==> src/rtl/uart_prog_loader_pkg.sv <==
// loader_pkg: shared state encodings and constants for the UART program loader.
// Rev 1.0
`default_nettype none

package loader_pkg;

  typedef enum logic [1:0] {
    IDLE  = 2'd0,
    START = 2'd1,
    DATA  = 2'd2,
    STOP  = 2'd3
  } rx_state_t;

  typedef enum logic [1:0] {
    L_HDR  = 2'd0,
    L_WORD = 2'd1,
    L_DONE = 2'd2
  } ld_state_t;

  localparam int HDR_ZERO_WORDS = 256;

endpackage

`default_nettype wire

==> src/rtl/uart_prog_loader_if.sv <==
// uart_prog_loader_if: serial input and instruction-memory write port of the loader.
// Rev 1.0
`default_nettype none

interface uart_prog_loader_if #(
  parameter int ADDR_W = 8
);
  logic              rxd;
  logic [7:0]        rx_data;
  logic              rx_valid;
  logic              frame_err;
  logic              ld_we;
  logic [ADDR_W-1:0] ld_addr;
  logic [31:0]       ld_wdata;
  logic              loading;
  logic              done;

  modport master (
    input  rxd,
    output rx_data, rx_valid, frame_err, ld_we, ld_addr, ld_wdata, loading, done
  );

  modport slave (
    output rxd,
    input  rx_data, rx_valid, frame_err, ld_we, ld_addr, ld_wdata, loading, done
  );
endinterface

`default_nettype wire

==> src/rtl/uart_prog_loader_rx.sv <==
// uart_rx_core: 8N1 UART receiver with a 2-flop input synchroniser.
// Rev 1.0
`default_nettype none

module uart_rx_core
  import loader_pkg::*;
#(
  parameter int CLKS_PER_BIT = 868
) (
  input  logic       clk,
  input  logic       reset,
  input  logic       rxd_i,
  output logic [7:0] rx_data_o,
  output logic       rx_valid_o,
  output logic       frame_err_o
);

  localparam int            CW   = $clog2(CLKS_PER_BIT);
  localparam logic [CW-1:0] HALF = CW'(CLKS_PER_BIT / 2);
  localparam logic [CW-1:0] LAST = CW'(CLKS_PER_BIT - 1);

  logic          sync1_q, sync2_q;
  rx_state_t     state_q;
  logic [CW-1:0] cnt_q;
  logic [2:0]    bit_q;
  logic [7:0]    shift_q;
  logic [7:0]    data_q;
  logic          valid_q;
  logic          ferr_q;

  always_ff @(posedge clk or negedge reset) begin
    if (!reset) begin
      sync1_q <= 1'b1;
      sync2_q <= 1'b1;
      state_q <= IDLE;
      cnt_q   <= '0;
      bit_q   <= '0;
      shift_q <= '0;
      data_q  <= '0;
      valid_q <= 1'b0;
      ferr_q  <= 1'b0;
    end else begin
      sync1_q <= rxd_i;
      sync2_q <= sync1_q;
      valid_q <= 1'b0;
      ferr_q  <= 1'b0;
      case (state_q)
        IDLE: begin
          if (!sync2_q) begin
            state_q <= START;
            cnt_q   <= '0;
          end
        end
        START: begin
          // Mid-start-bit recheck rejects short glitches without any pulse.
          if (cnt_q == HALF) begin
            cnt_q   <= '0;
            bit_q   <= '0;
            state_q <= sync2_q ? IDLE : DATA;
          end else begin
            cnt_q <= cnt_q + 1'b1;
          end
        end
        DATA: begin
          if (cnt_q == LAST) begin
            cnt_q   <= '0;
            shift_q <= {sync2_q, shift_q[7:1]};
            bit_q   <= bit_q + 3'd1;
            if (bit_q == 3'd7) state_q <= STOP;
          end else begin
            cnt_q <= cnt_q + 1'b1;
          end
        end
        STOP: begin
          if (cnt_q == LAST) begin
            cnt_q   <= '0;
            state_q <= IDLE;
            if (sync2_q) begin
              data_q  <= shift_q;
              valid_q <= 1'b1;
            end else begin
              ferr_q  <= 1'b1;
            end
          end else begin
            cnt_q <= cnt_q + 1'b1;
          end
        end
        default: state_q <= IDLE;
      endcase
    end
  end

  assign rx_data_o   = data_q;
  assign rx_valid_o  = valid_q;
  assign frame_err_o = ferr_q;

endmodule

`default_nettype wire

==> src/rtl/uart_prog_loader.sv <==
// uart_prog_loader: UART boot loader writing little-endian words into instruction memory.
// Rev 1.0
`default_nettype none

module uart_prog_loader
  import loader_pkg::*;
#(
  parameter int CLKS_PER_BIT = 868,
  parameter int ADDR_W       = 8
) (
  input  logic                 clk,
  input  logic                 reset,
  uart_prog_loader_if.master   lb
);

  logic [7:0] rx_byte;
  logic       rx_valid;
  logic       frame_err;

  uart_rx_core #(
    .CLKS_PER_BIT (CLKS_PER_BIT)
  ) u_rx (
    .clk         (clk),
    .reset       (reset),
    .rxd_i       (lb.rxd),
    .rx_data_o   (rx_byte),
    .rx_valid_o  (rx_valid),
    .frame_err_o (frame_err)
  );

  ld_state_t         state_q;
  logic [8:0]        total_q;
  logic [8:0]        written_q;
  logic [1:0]        lane_q;
  logic [31:0]       word_q;
  logic              ld_we_q;
  logic [ADDR_W-1:0] ld_addr_q;
  logic [31:0]       ld_wdata_q;
  logic              loading_q;
  logic              done_q;

  always_ff @(posedge clk or negedge reset) begin
    if (!reset) begin
      state_q    <= L_HDR;
      total_q    <= '0;
      written_q  <= '0;
      lane_q     <= '0;
      word_q     <= '0;
      ld_we_q    <= 1'b0;
      ld_addr_q  <= '0;
      ld_wdata_q <= '0;
      loading_q  <= 1'b1;
      done_q     <= 1'b0;
    end else begin
      ld_we_q <= 1'b0;
      case (state_q)
        L_HDR: begin
          if (rx_valid) begin
            total_q   <= (rx_byte == 8'd0) ? 9'(HDR_ZERO_WORDS) : {1'b0, rx_byte};
            written_q <= '0;
            lane_q    <= '0;
            ld_addr_q <= '0;
            state_q   <= L_WORD;
          end
        end
        L_WORD: begin
          if (rx_valid) begin
            lane_q <= lane_q + 2'd1;
            word_q[{lane_q, 3'b000} +: 8] <= rx_byte;
            if (lane_q == 2'd3) begin
              ld_wdata_q <= {rx_byte, word_q[23:0]};
              ld_we_q    <= 1'b1;
            end
          end
          // Address wraps naturally at 2^ADDR_W; the word count is tracked separately.
          if (ld_we_q) begin
            ld_addr_q <= ld_addr_q + 1'b1;
            written_q <= written_q + 9'd1;
            if (written_q + 9'd1 == total_q) begin
              state_q   <= L_DONE;
              loading_q <= 1'b0;
              done_q    <= 1'b1;
            end
          end
        end
        L_DONE: ;
        default: state_q <= L_HDR;
      endcase
    end
  end

  assign lb.rx_data   = rx_byte;
  assign lb.rx_valid  = rx_valid;
  assign lb.frame_err = frame_err;
  assign lb.ld_we     = ld_we_q;
  assign lb.ld_addr   = ld_addr_q;
  assign lb.ld_wdata  = ld_wdata_q;
  assign lb.loading   = loading_q;
  assign lb.done      = done_q;

endmodule

`default_nettype wire
==> src/flat_wrapper.sv <==
// flat-port wrapper written by rule: the top's interface ports become plain ports
module uart_prog_loader_flat import loader_pkg::*;
#(
  parameter int CLKS_PER_BIT = 868,
  parameter int ADDR_W       = 8
)
  (clk, reset, lb_rxd, lb_rx_data, lb_rx_valid, lb_frame_err, lb_ld_we, lb_ld_addr, lb_ld_wdata, lb_loading, lb_done);
  uart_prog_loader_if #(.ADDR_W(ADDR_W)) lb_i ();
  input  logic clk;
  input  logic reset;
  input wire logic [$bits(lb_i.rxd)-1:0] lb_rxd;
  output wire logic [$bits(lb_i.rx_data)-1:0] lb_rx_data;
  output wire logic [$bits(lb_i.rx_valid)-1:0] lb_rx_valid;
  output wire logic [$bits(lb_i.frame_err)-1:0] lb_frame_err;
  output wire logic [$bits(lb_i.ld_we)-1:0] lb_ld_we;
  output wire logic [$bits(lb_i.ld_addr)-1:0] lb_ld_addr;
  output wire logic [$bits(lb_i.ld_wdata)-1:0] lb_ld_wdata;
  output wire logic [$bits(lb_i.loading)-1:0] lb_loading;
  output wire logic [$bits(lb_i.done)-1:0] lb_done;
  assign lb_i.rxd = lb_rxd;
  assign lb_rx_data = lb_i.rx_data;
  assign lb_rx_valid = lb_i.rx_valid;
  assign lb_frame_err = lb_i.frame_err;
  assign lb_ld_we = lb_i.ld_we;
  assign lb_ld_addr = lb_i.ld_addr;
  assign lb_ld_wdata = lb_i.ld_wdata;
  assign lb_loading = lb_i.loading;
  assign lb_done = lb_i.done;
  uart_prog_loader #(.CLKS_PER_BIT(CLKS_PER_BIT), .ADDR_W(ADDR_W)) u_core (.clk(clk), .reset(reset), .lb(lb_i));
endmodule
==> config.mk <==
export PLATFORM = sky130hd
export DESIGN_NAME = uart_prog_loader_flat
export DESIGN_NICKNAME = d
export VERILOG_FILES = /design/src/rtl/uart_prog_loader_pkg.sv /design/src/rtl/uart_prog_loader_if.sv /design/src/rtl/uart_prog_loader_rx.sv /design/src/rtl/uart_prog_loader.sv /design/src/flat_wrapper.sv
export SDC_FILE = /design/constraint.sdc
export NUM_CORES = 1
export LEC_CHECK = 0
export CORE_MARGIN = 5
export CORE_UTILIZATION = 30
export DETAILED_ROUTE_END_ITERATION = 16
export GPL_TIMING_DRIVEN = 0
export HOLD_SLACK_MARGIN = 0.08
export PLACE_DENSITY_LB_ADDON = 0.15
export RECOVER_POWER = 100
export SYNTH_ARGS = -nofsm -noshare
export SYNTH_HDL_FRONTEND = slang
export SYNTH_SLANG_ARGS = --single-unit
==> constraint.sdc <==
create_clock -name clk -period 2.9 [get_ports clk]
set_clock_uncertainty 0.05 [all_clocks]
set_input_delay 0.29 -clock clk [delete_from_list [all_inputs] [get_ports clk]]
set_output_delay 0.29 -clock clk [all_outputs]
set_load 0.02 [all_outputs]
After elaboration in Yosys (flattened, before gate mapping)

Cells that the tools add are included.

Flip-flop bits (word level): 132
Input bits: 3
Output and inout bits: 53
Logic and storage cells: 102

Add/sub/neg operators: 6
Equal/unequal tests: 19
Shift-type cells: 2
Muxes and demuxes: 38
Bitwise logic cells: 1
Reduce and logical (&&, ||, !) cells: 17

Operator list:

| cell                                                  | number |
|---|---|
| bitwise mux 32 bit                                    | 1 |
| variable shift 8 x 7 -> 32 bit (first input constant) | 1 |
| variable part select 8 x 7 -> 32 bit                  | 1 |
| 2-to-1 mux 10 bit                                     | 3 |
| one-hot mux 10 bit (3 select lines)                   | 1 |
| 2-to-1 mux 9 bit                                      | 3 |
| 2-to-1 mux 2 bit                                      | 11 |
| one-hot mux 9 bit (2 select lines)                    | 1 |
| AND reduction 3 bit                                   | 6 |
| 2-to-1 mux 8 bit                                      | 2 |
| one-hot mux 8 bit (2 select lines)                    | 1 |
| inequality test 2 bit (second input constant)         | 7 |
| adder 10 x 1 -> 10 bit (second input constant)        | 1 |
| == test 10 bit (second input constant)                | 1 |
| == test 10 x 9 -> 1 bit (second input constant)       | 1 |
| adder 9 x 1 -> 9 bit (second input constant)          | 1 |
| == test 9 bit                                         | 1 |
| 2-to-1 mux 1 bit                                      | 9 |
| adder 8 x 1 -> 8 bit (second input constant)          | 1 |
| == test 2 bit (second input constant)                 | 4 |
| zero test 8 bit                                       | 1 |
| one-hot mux 2 bit (4 select lines)                    | 1 |
| negator 5 -> 7 bit                                    | 1 |
| 2-to-1 mux 3 bit                                      | 2 |
| 15 further kinds                                      | 21 |

Depth between registers and ports, before layout

Gate-level depths: netlist of the first run.

Depth in word-level cells: 5
Depth in mapped cells: 7
Depth with buffers taken out: 6

Cells and area by module

From an unflattened synthesis of the first run, not the netlist that was laid out.

Cell total of the unflattened synthesis: 483
Area, all modules: 5564.1 um^2

By module, submodules not included:

| module           | times used | cells an instance | area each (um^2) | sequential area each (um^2) |
|---|---|---|---|---|
| uart_prog_loader | 1          | 343               | 3908.7           | 2228.4 |
| uart_rx_core     | 1          | 140               | 1655.3           | 878.3 |

Worst setup path before layout of the first run

OpenSTA, ideal clock, no wires.

Kind: register to register
From: register u_core.written_q[0]
To: register u_core.state_q[0]
Setup time: 0.119 ns
Arrival: 1.861 ns
Required time: 2.731 ns
Slack: 0.871 ns
Cell stages (with the launch flop): 8
Buffers on the path: 1
Clock period less this slack: 2.029 ns
Path through: dfrtp_1 > ha_1 > buf_2 > and3_4 > a21oi_1 > o2111ai_1 > or4_1 > o21a_1

Cells in the longest elaborated chain, start to end: 4

RTL lines:

| element                                  | line                   | text |
|---|---|---|
| start, declared                          | uart_prog_loader.sv:33 | `logic [8:0] written_q;` |
| start signal, assigned                   | uart_prog_loader.sv:78 | `written_q <= written_q + 9'd1;` |
| adder 9 x 1 -> 9 bit                     | uart_prog_loader.sv:79 | `if (written_q + 9'd1 == total_q) begin` |
| == test 9 bit                            | uart_prog_loader.sv:79 |  |
| inequality test 2 x 1 -> 1 bit (no line) | -                      |  |
| AND reduction 4 bit (no line)            | -                      |  |
| end signal, assigned                     | uart_prog_loader.sv:63 | `state_q <= L_WORD;` |
| end signal, assigned                     | uart_prog_loader.sv:80 | `state_q <= L_DONE;` |
| end signal, assigned                     | uart_prog_loader.sv:87 | `default: state_q <= L_HDR;` |
| end, declared                            | uart_prog_loader.sv:31 | `ld_state_t state_q;` |

No other way between the ends.
A chain may end at the register's enable or synchronous reset.

Worst setup path after layout of the first run

From: register u_core.written_q[0]
To: register u_core.loading_q (netlist: u_core.lb.loading)

Cells in the longest elaborated chain, start to end: 3

RTL lines:

| element                       | line                   | text |
|---|---|---|
| adder 9 x 1 -> 9 bit          | uart_prog_loader.sv:79 |  |
| == test 9 bit                 | uart_prog_loader.sv:79 |  |
| AND reduction 3 bit (no line) | -                      |  |
| end signal, assigned          | uart_prog_loader.sv:52 | `loading_q <= 1'b1;` |
| end signal, assigned          | uart_prog_loader.sv:81 | `loading_q <= 1'b0;` |
| end, declared                 | uart_prog_loader.sv:39 | `logic loading_q;` |

No other way between the ends.

==> results.cfg, run 1 <==
[clock_network]
numCtsBuffers = 17
h-tree-depth = 4
cts-resized-gates = 0
cts_tree = yes
insertion_delay_ns = 0.41
clkSinkCount = 124
cts_buffer_depth = 2
path_clk_slew_ns = 0.06
cts_root_buf = clkbuf_16

[yosys]
synth_cells = 488
synth_edf_count = 0
avgSynthCellArea_sq_um = 11.36
ys_async_sr_fraction_pct = 100.0
ys_warn_count = 0
synth_nets = 502
synth.area.top_cells = dfrtp_1, mux2_2, nand2_1
yosysTopAreaCellShare_pct = 54.62
syn_area_sq_um = 5544
synth_top_flop_cell = dfrtp_1
synth_seq_area_share_pct = 56.04
yosys.area.top_type = dfrtp_1
synthDistinctLibCells = 58
ys_seq_elements = 124

[min_path]
hold_class = in -> async

[power_and_ir_drop]
power.leakage_nw = 3.320
clkPwrFrac_pct = 54.3
p_int_mw = 3.090
pwr-share-seq_pct = 44.7
power.switching_mw = 0.7898
switching_share_pct = 20.36
vdd_drop_max_mv = 0.4189
power_per_cell_area_nw_per_um2 = 559.4
comb_power_share_pct = 1.0

[grt]
grt_pass1_wl_um = 21730
grt_pass1_vias = 4192
grt_overflow = 0
gr-usage-all-layers_pct = 12.57
antenna_found_initial = 0
grt_max_degree = 89

[flow_run]
max_cap_violations = 0

[critical_path]
worst_setup_path_end_kind = flop
critPathSlowestCell = or4_1
cp.required_ns = 3.19
path_depth = 7
path_cells = ha_1, clkbuf_1, and3_1, and3_1, o2111ai_1, or4_1, o21a_1
crit-reg2reg-capture = u_core.lb.loading$_DFFE_PN1P_
critPathTopFamily = simple AND/OR/NAND/NOR gates
critPathArrivalTime_ns = 2.80
ff2ff_setup_slack_ns = 0.40
crit_type = reg -> reg
slowest_delay_ns = 0.56
rr_worst_depth = 7
cpMostUsedCell = and3_1
crit_path_max_fanout = 9
timing.rr.start = u_core.written_q[0]$_DFFE_PN0P_
start_kind = flop
cp_num_buf_inv = 1

[cells_and_area]
final_common_cell = dfrtp_1
final_cell_mix = dfrtp_1, nand2_1, dlygate4sd3_1, o21ai_0, mux2_2
syn2layout_area_growth_pct = 25.10
nets = 578
antennaDiodeCount = 0
final_area_sq_um = 6935
layout-drive-gt1-share_pct = 16.12

[routing]
post-route-drc-count = 0
vias = 3937
first_iter_violations = 235
wl_per_cell_um = 15.60
antenna_left = 0
wl_um = 12580
drt-vias-per-instance = 4.885
first_pass_iters = 4

[timing]
tightest_slew_ns = 1.189
whs_ns = 0.2931
final.min_clock_period_ns = 2.505
min_period_over_period_pct = 86.38
slew_headroom_pct = 20.71
drv_slew = 0
setup_viol = 0
rsz0062_at_grt = false
finalHoldViolCount = 0
fmax_ghz = 0.3992
fin_tns_setup_ns = 0

[die]
dieArea_sq_um = 21300
die-height_um = 145.9
die_w_um = 145.9
start_util_pct = 30.65
pin_count = 56
fp.coreArea_sq_um = 18090
num_rows = 49

[place]
dpl.hpwl_um = 8579
place_area_sq_um = 6410
place.port_buffers = 55
gp_congestion = 0.7501

[outcome]
status = complete, no violations
-- power groups by stage --
stage          clock network, mW  registers [mW]  logic (mW)
5_1_grt                     2.24            1.73      0.0484
3_3_place_gp                   0            1.77      0.0401
2_1_floorplan                  0            1.77     0.00150
4_1_cts                     2.17            1.73      0.0472
6_report                    2.11            1.74      0.0386
3_5_place_dp                   0            1.77      0.0458
-- layer usage --
layer / up-vias / global-route usage [%] / part of all wire (%)
met5: - / 0 / 0
met4: 0 / 5.508 / 1.6
met3: 16 / 2.927 / 3.9
met2: 77 / 20.19 / 48
met1: 1967 / 16.23 / 47
li1: 1877 / - / -
-- cells by family (layout without fill, tap and decap cells) --
| family | count (synthesis) | after routing | share of synthesized area (%) |
|---|---|---|---|
| buffers and inverters | 28 | 117 | 2.189 |
| flip-flops | 124 | 124 | 56.04 |
| XOR/XNOR | 19 | 19 | 3.137 |
| AO/OA/AOI/OAI | 87 | 87 | 9.411 |
| adder cells (fa/ha/maj) | 11 | 11 | 2.482 |
| multiplexers | 57 | 57 | 12.01 |
| AND/OR/NAND/NOR | 162 | 162 | 14.74 |
-- synthesized netlist by cell type, types with 2 or more instances --
| master | instances |
|---|---|
| ha_1 | 11 |
| nor3b_1 | 5 |
| nor2_1 | 23 |
| a211oi_1 | 2 |
| clkbuf_1 | 11 |
| nand3b_1 | 2 |
| a31oi_1 | 3 |
| nand4_1 | 4 |
| xnor2_1 | 8 |
| mux2_2 | 48 |
| o21ai_0 | 46 |
| buf_2 | 4 |
| or3_1 | 2 |
| o2111ai_1 | 2 |
| a21oi_1 | 11 |
| and3_1 | 11 |
| o2bb2ai_1 | 2 |
| o21a_1 | 3 |
| o22ai_1 | 3 |
| a22o_1 | 6 |
| xor2_1 | 10 |
| nand3_1 | 7 |
| nand2_1 | 80 |
| nor4_1 | 3 |
| dfrtp_1 | 121 |
| mux2i_1 | 2 |
| nor3_1 | 6 |
| inv_1 | 11 |
| mux2_4 | 7 |
| dfstp_2 | 3 |
| o21bai_1 | 2 |
| and2_2 | 2 |
| nand2b_1 | 2 |
-- worst max-delay path by stage --
stage | slack, ns | end | startpoint
detailed placement | 0.64 | u_core.word_q[23]$_DFFE_PN0P_ | u_core.lane_q[0]$_DFFE_PN0P_
floorplan | 0.87 | u_core.state_q[0]$_DFFE_PN0P_ | u_core.written_q[0]$_DFFE_PN0P_
finish | 0.40 | u_core.lb.loading$_DFFE_PN1P_ | u_core.written_q[0]$_DFFE_PN0P_
CTS | 0.61 | u_core.word_q[23]$_DFFE_PN0P_ | u_core.lane_q[0]$_DFFE_PN0P_
global route | 0.25 | u_core.lb.loading$_DFFE_PN1P_ | u_core.written_q[0]$_DFFE_PN0P_
global placement | -3.53 | u_core.lb.ld_wdata[8]$_DFFE_PN0P_ | reset
-- sequential cells by signal, indices dropped and copies added (netlist names), 2 cells and up, named ones only --
name and cells:
u_core.lane_q 2, u_core.lb.ld_addr 8, u_core.lb.ld_wdata 32, u_core.state_q 2, u_core.total_q 9, u_core.u_rx.bit_q 3, u_core.u_rx.cnt_q 10, u_core.u_rx.rx_data_o 8
u_core.u_rx.shift_q 8, u_core.word_q 24, u_core.written_q 9
-- what timing repair did --
item,CTS,global route
hold buffers,1,0
setup buffers,0,0
hold endpoints to repair,36,0
-- layout make-up --
| cell class | count | area [sq um] |
|---|---|---|
| fillers | 1767 | 11150 |
| flip-flops and latches | 124 | 3107 |
| plain buffers | 17 | 71.32 |
| repair buffers | 57 | 569.3 |
| clock buffers | 22 | 484.2 |
| clock inverters | 10 | 113.9 |
| well taps | 229 | 286.5 |
| multi-input cells | 336 | 2262 |
| inverters | 11 | 41.29 |
-- through the flow --
stage          total power [mW]  cells  setup slack (ns)  util [%]
2_1_floorplan             1.767    488            0.8706         -
3_3_place_gp              1.806    772            -3.525     35.28
3_5_place_dp              1.811    773            0.6443     35.44
4_1_cts                   3.952    806            0.6142     38.80
5_1_grt                   4.022    806            0.2470     38.35
6_report                  3.880    806            0.3951     38.35
-- worst reg2reg max path, delay by kind of cell, from the launching register on --
kind | cells | cell delay [ns]
buffers and inverters | 1 | 0.33
AND/OR/NAND/NOR | 3 | 1.05
flip-flops | 1 | 0.47
AO/OA/AOI/OAI | 2 | 0.35
adder cells (fa/ha/maj) | 1 | 0.19
(Power assumes the default switching activity.)
==> run 2: changes to the inputs <==
Settings changed: PLACE_DENSITY set to 0.53, PLACE_DENSITY_LB_ADDON 0.15 to not set.
==> run 2 against run 1 <==
Effect of this change:
- sequential share of layout area fell by 0.61 points
- first-iteration DRC count fell by 19%
- via count fell by 1.3%
- setup slack got worse by 0.025 ns
- final cell count did not move
- total power rose by 8.5%
- clock power rose by 15%
- critical path type unchanged
- largest cell class unchanged
==> results.cfg, run 2 (synthesis gave the netlist of run 1 again) <==
[critical_path]
critPathArrivalTime_ns = 2.82
critPathSlowestCell = or4_1
cp.required_ns = 3.19
start_kind = flop
crit_path_max_fanout = 9
cpMostUsedCell = and3_1
cp_num_buf_inv = 1
crit_type = reg -> reg
worst_setup_path_end_kind = flop
path_cells = ha_1, clkbuf_1, and3_1, and3_1, o2111ai_1, or4_1, o21a_1
critPathTopFamily = simple AND/OR/NAND/NOR gates
slowest_delay_ns = 0.58

[grt]
grt_pass1_wl_um = 20860
grt_pass1_vias = 4013
antenna_found_initial = 0
gr-usage-all-layers_pct = 12.05
grt_max_degree = 82
grt_overflow = 0

[power_and_ir_drop]
vdd_drop_max_mv = 0.4137
power_per_cell_area_nw_per_um2 = 598.4
power.leakage_nw = 3.373

[timing]
setup_slack_ns = 0.3706
rsz0062_at_grt = false
drv_slew = 0
final.min_clock_period_ns = 2.529
min_period_over_period_pct = 87.22
fmax_ghz = 0.3953
finalHoldViolCount = 0
tightest_slew_ns = 1.181
slew_headroom_pct = 21.28
setup_viol = 0

[cells_and_area]
largest_register_ffs = 32
layout.cells.non_filler = 806
syn2layout_area_growth_pct = 26.83
final_cell_mix = dfrtp_1, nand2_1, dlygate4sd3_1, mux2_2, o21ai_0
final_common_cell = dfrtp_1
fin_util_pct = 38.88
antennaDiodeCount = 0
n_fill_cell = 1723
nets = 578
layout-drive-gt1-share_pct = 16.64

[die]
fp.coreArea_sq_um = 18090
pin_count = 56
die-height_um = 145.9
dieArea_sq_um = 21300
die_w_um = 145.9
num_rows = 49
start_util_pct = 30.65

[clock_network]
numCtsBuffers = 17
path_clk_slew_ns = 0.06
cts_tree = yes
cts_root_buf = clkbuf_16
clkSinkCount = 124
insertion_delay_ns = 0.41
h-tree-depth = 4
cts-resized-gates = 0
cts_buffer_depth = 2

[routing]
post-route-drc-count = 0
vias = 3884
wl_per_cell_um = 15.24
first_pass_iters = 4
wl_um = 12280
first_iter_violations = 191
drt-vias-per-instance = 4.819
antenna_left = 0

[flow_run]
max_cap_violations = 0

[place]
dpl.hpwl_um = 8347
place.port_buffers = 55
gp_congestion = 0.7816
placedCellCount = 773
pre_cts_ws_ns = 0.6270

[outcome]
status = complete, no violations

[min_path]
hold_class = reg -> reg
[run 2: path summary, 6_finish.rpt]
path / to / slack [ns] / from / cells after the start
worst max-delay path: u_core.lb.loading$_DFFE_PN1P_ / 0.37 / u_core.written_q[0]$_DFFE_PN0P_ / 7
worst min-delay path: u_core.u_rx.sync2_q$_DFF_PN1_ / 0.31 / u_core.u_rx.sync1_q$_DFF_PN1_ / 0
worst max register to register: u_core.lb.loading$_DFFE_PN1P_ / 0.37 / u_core.written_q[0]$_DFFE_PN0P_ / 7
worst min register to register: u_core.u_rx.sync2_q$_DFF_PN1_ / 0.31 / u_core.u_rx.sync1_q$_DFF_PN1_ / 0
max in group asynchronous: u_core.lb.loading$_DFFE_PN1P_ / 1.19 / reset / 3
min in group asynchronous: u_core.u_rx.frame_err_o$_DFF_PN0_ / 0.60 / reset / 2
[run 2: cell type report]
class / instances / area [sq um] / share of cell area (%)
sequential: 124 / 3107 / 44.18
timing repair buffer: 57 / 583.1 / 8.292
inverter: 11 / 41.29 / 0.5872
multi-input combinational: 336 / 2262 / 32.17
tap: 229 / 286.5 / 4.075
buffer: 17 / 71.32 / 1.014
clock buffer: 18 / 439.2 / 6.246
clock inverter: 14 / 241.5 / 3.434
[run 2: timing repair]
action	in CTS	in global routing
hold endpoints to repair	43	0
endpoints found under the setup margin	0	0
hold buffers	1	0
buffers inserted	0	0
[run 2: metal layers]
layer	up-vias	wire length (um)	GRT usage [%]
met1	1945	5814	15.95
met2	59	5969	19.45
met4	0	118	4.226
met3	12	382	2.772
li1	1868	-	-
met5	-	0	0
[run 2: power breakdown]
group	leakage, nW	total, mW	internal (mW)	switching (mW)
clock	0.330	2.43	1.64	0.792
combinational	1.33	0.0417	0.00645	0.0352
sequential	1.71	1.73	1.73	0.00102
total	3.37	4.21	3.38	0.828
[run 2: per-stage QoR]
stage,TNS [ns],area (sq um),power (mW),hold slack (ns)
6_report,0,7032,4.208,0.3083
5_1_grt,0,7032,4.344,0.3155
4_1_cts,0,7101,4.272,0.2123
3_5_place_dp,0,6410,1.811,0.2037
3_3_place_gp,-404.12,6381,1.805,0.2982
2_1_floorplan,0,5544,1.767,-0.05559
==> run 3: changes to the inputs <==
Settings changed: GPL_ROUTABILITY_DRIVEN set to 1, MAX_ROUTING_LAYER set to met4.
==> run 3 against run 2 <==
Effect of this change:
- sequential power about the same
- die area unchanged
- final cell count unchanged
- highest routed layer unchanged
- sequential cell count unchanged
- maximum frequency increased by 0.14%
- routed wire length decreased by 0.35%
- clock power about the same
- non-clock buffer count unchanged
- critical path type unchanged
- clock-buffer cell count unchanged
- critical endpoint unchanged
- setup slack improved by 0.0036 ns
==> results.cfg, run 3 (synthesis gave the netlist of run 1 again) <==
[cells_and_area]
largest_register_ffs = 32
fin_util_pct = 38.88
n_fill_cell = 1723
seq_area_sq_um = 3107
antennaDiodeCount = 0
final_cell_mix = dfrtp_1, nand2_1, dlygate4sd3_1, mux2_2, o21ai_0
layout-drive-gt1-share_pct = 16.64
layout.cells.non_filler = 806
syn2layout_area_growth_pct = 26.83
multi_input_area_sq_um = 2262
nets = 578
final_common_cell = dfrtp_1

[place]
dpl.hpwl_um = 8347
place.port_buffers = 55
placedCellCount = 773
gp_congestion = 0.7924
pre_cts_ws_ns = 0.6270

[timing]
drv_slew = 0
setup_viol = 0
whs_ns = 0.3073
finalHoldViolCount = 0
final.min_clock_period_ns = 2.526
setup_slack_ns = 0.3742
fmax_ghz = 0.3959
rsz0062_at_grt = false
slew_headroom_pct = 21.47
min_period_over_period_pct = 87.10
tightest_slew_ns = 1.178

[die]
fp.coreArea_sq_um = 18090
die_w_um = 145.9
die-height_um = 145.9
num_rows = 49
pin_count = 56
start_util_pct = 30.65
dieArea_sq_um = 21300

[grt]
antenna_found_initial = 0
grt_pass1_vias = 4012
gr-usage-all-layers_pct = 12.40
grt_overflow = 0
grt_max_degree = 82
grt_pass1_wl_um = 20870

[critical_path]
cp.required_ns = 3.19
timing.rr.start = u_core.written_q[0]$_DFFE_PN0P_
path_cells = ha_1, clkbuf_1, and3_1, and3_1, o2111ai_1, or4_1, o21a_1
critPathArrivalTime_ns = 2.81
start_kind = flop
critPathSlowestCell = or4_1
crit-reg2reg-capture = u_core.lb.loading$_DFFE_PN1P_
slowest_delay_ns = 0.58
cpMostUsedCell = and3_1
startpoint = u_core.written_q[0]$_DFFE_PN0P_
crit_end = u_core.lb.loading$_DFFE_PN1P_
ff2ff_setup_slack_ns = 0.37
crit_type = reg -> reg
crit_path_max_fanout = 9
worst_setup_path_end_kind = flop
rr_worst_depth = 7

[min_path]
hold_class = reg -> reg

[power_and_ir_drop]
power.leakage_nw = 3.373
power_per_cell_area_nw_per_um2 = 598.5
power.switching_mw = 0.8289
comb_power_share_pct = 1.0
p_int_mw = 3.379
fin_total_pwr_mw = 4.208
switching_share_pct = 19.70
clkPwrFrac_pct = 57.8
vdd_drop_max_mv = 0.4139
pwr-share-seq_pct = 41.2

[routing]
vias = 3884
first_iter_violations = 226
first_pass_iters = 4
drt-vias-per-instance = 4.819
antenna_left = 0
post-route-drc-count = 0
wl_per_cell_um = 15.19
wl_um = 12240

[flow_run]
max_cap_violations = 0

[outcome]
status = complete, no violations

[clock_network]
clkSinkCount = 124
cts_root_buf = clkbuf_16
cts_buffer_depth = 2
cts_tree = yes
insertion_delay_ns = 0.42
numCtsBuffers = 17
cts-resized-gates = 0
cts_setup_buffers = 0
postCtsHoldBufs = 1
h-tree-depth = 4
path_clk_slew_ns = 0.06
[run 3: power by group through the flow]
| stage | Combinational, mW | Sequential (mW) | Clock [mW] |
|---|---|---|---|
| 6_report | 0.0416 | 1.73 | 2.43 |
| 5_1_grt | 0.0503 | 1.73 | 2.56 |
| 3_5_place_dp | 0.0456 | 1.77 | 0 |
| 2_1_floorplan | 0.00150 | 1.77 | 0 |
| 3_3_place_gp | 0.0387 | 1.77 | 0 |
| 4_1_cts | 0.0468 | 1.73 | 2.49 |
[run 3: critical path, delay by kind of cell, from the launching register on]
kind | cells | cell delay, ns
adder cells (fa/ha/maj) | 1 | 0.18
AO/OA/AOI/OAI | 2 | 0.36
flip-flops | 1 | 0.47
AND/OR/NAND/NOR | 3 | 1.06
buffers and inverters | 1 | 0.32
[run 3: per-layer routing]
| layer | part of all wire (%) | track usage, % |
|---|---|---|
| met1 | 47 | 15.93 |
| met2 | 49 | 19.49 |
| met3 | 2.9 | 2.678 |
| met4 | 0.94 | 4.226 |
| met5 | 0 | - |
[run 3: layout make-up]
type	instances	area share (%)
multi-input cells	336	32.17
flip-flops and latches	124	44.18
clock inverters	14	3.434
inverters	11	0.5872
plain buffers	17	1.014
well taps	229	4.075
repair buffers	57	8.292
clock buffers	18	6.246
[run 3: through the flow]
| stage | setup TNS, ns | instance area, sq um |
|---|---|---|
| floorplan | 0 | 5544 |
| global placement | -404.12 | 6381 |
| detailed placement | 0 | 6410 |
| CTS | 0 | 7101 |
| global route | 0 | 7032 |
| finish | 0 | 7032 |
[run 3: how the worst min path moves through the flow]
stage / start / endpoint / slack, ns / cells past startpoint
finish: u_core.u_rx.sync1_q$_DFF_PN1_ / u_core.u_rx.sync2_q$_DFF_PN1_ / 0.31 / 0
global route: u_core.u_rx.sync1_q$_DFF_PN1_ / u_core.u_rx.sync2_q$_DFF_PN1_ / 0.32 / 0
global placement: u_core.u_rx.sync1_q$_DFF_PN1_ / u_core.u_rx.sync2_q$_DFF_PN1_ / 0.30 / 0
floorplan: reset / async pin / -0.06 / 0
detailed placement: reset / u_core.u_rx.bit_q[2]$_DFFE_PN0P_ / 0.20 / 1
CTS: lb_rxd / u_core.u_rx.sync1_q$_DFF_PN1_ / 0.21 / 1
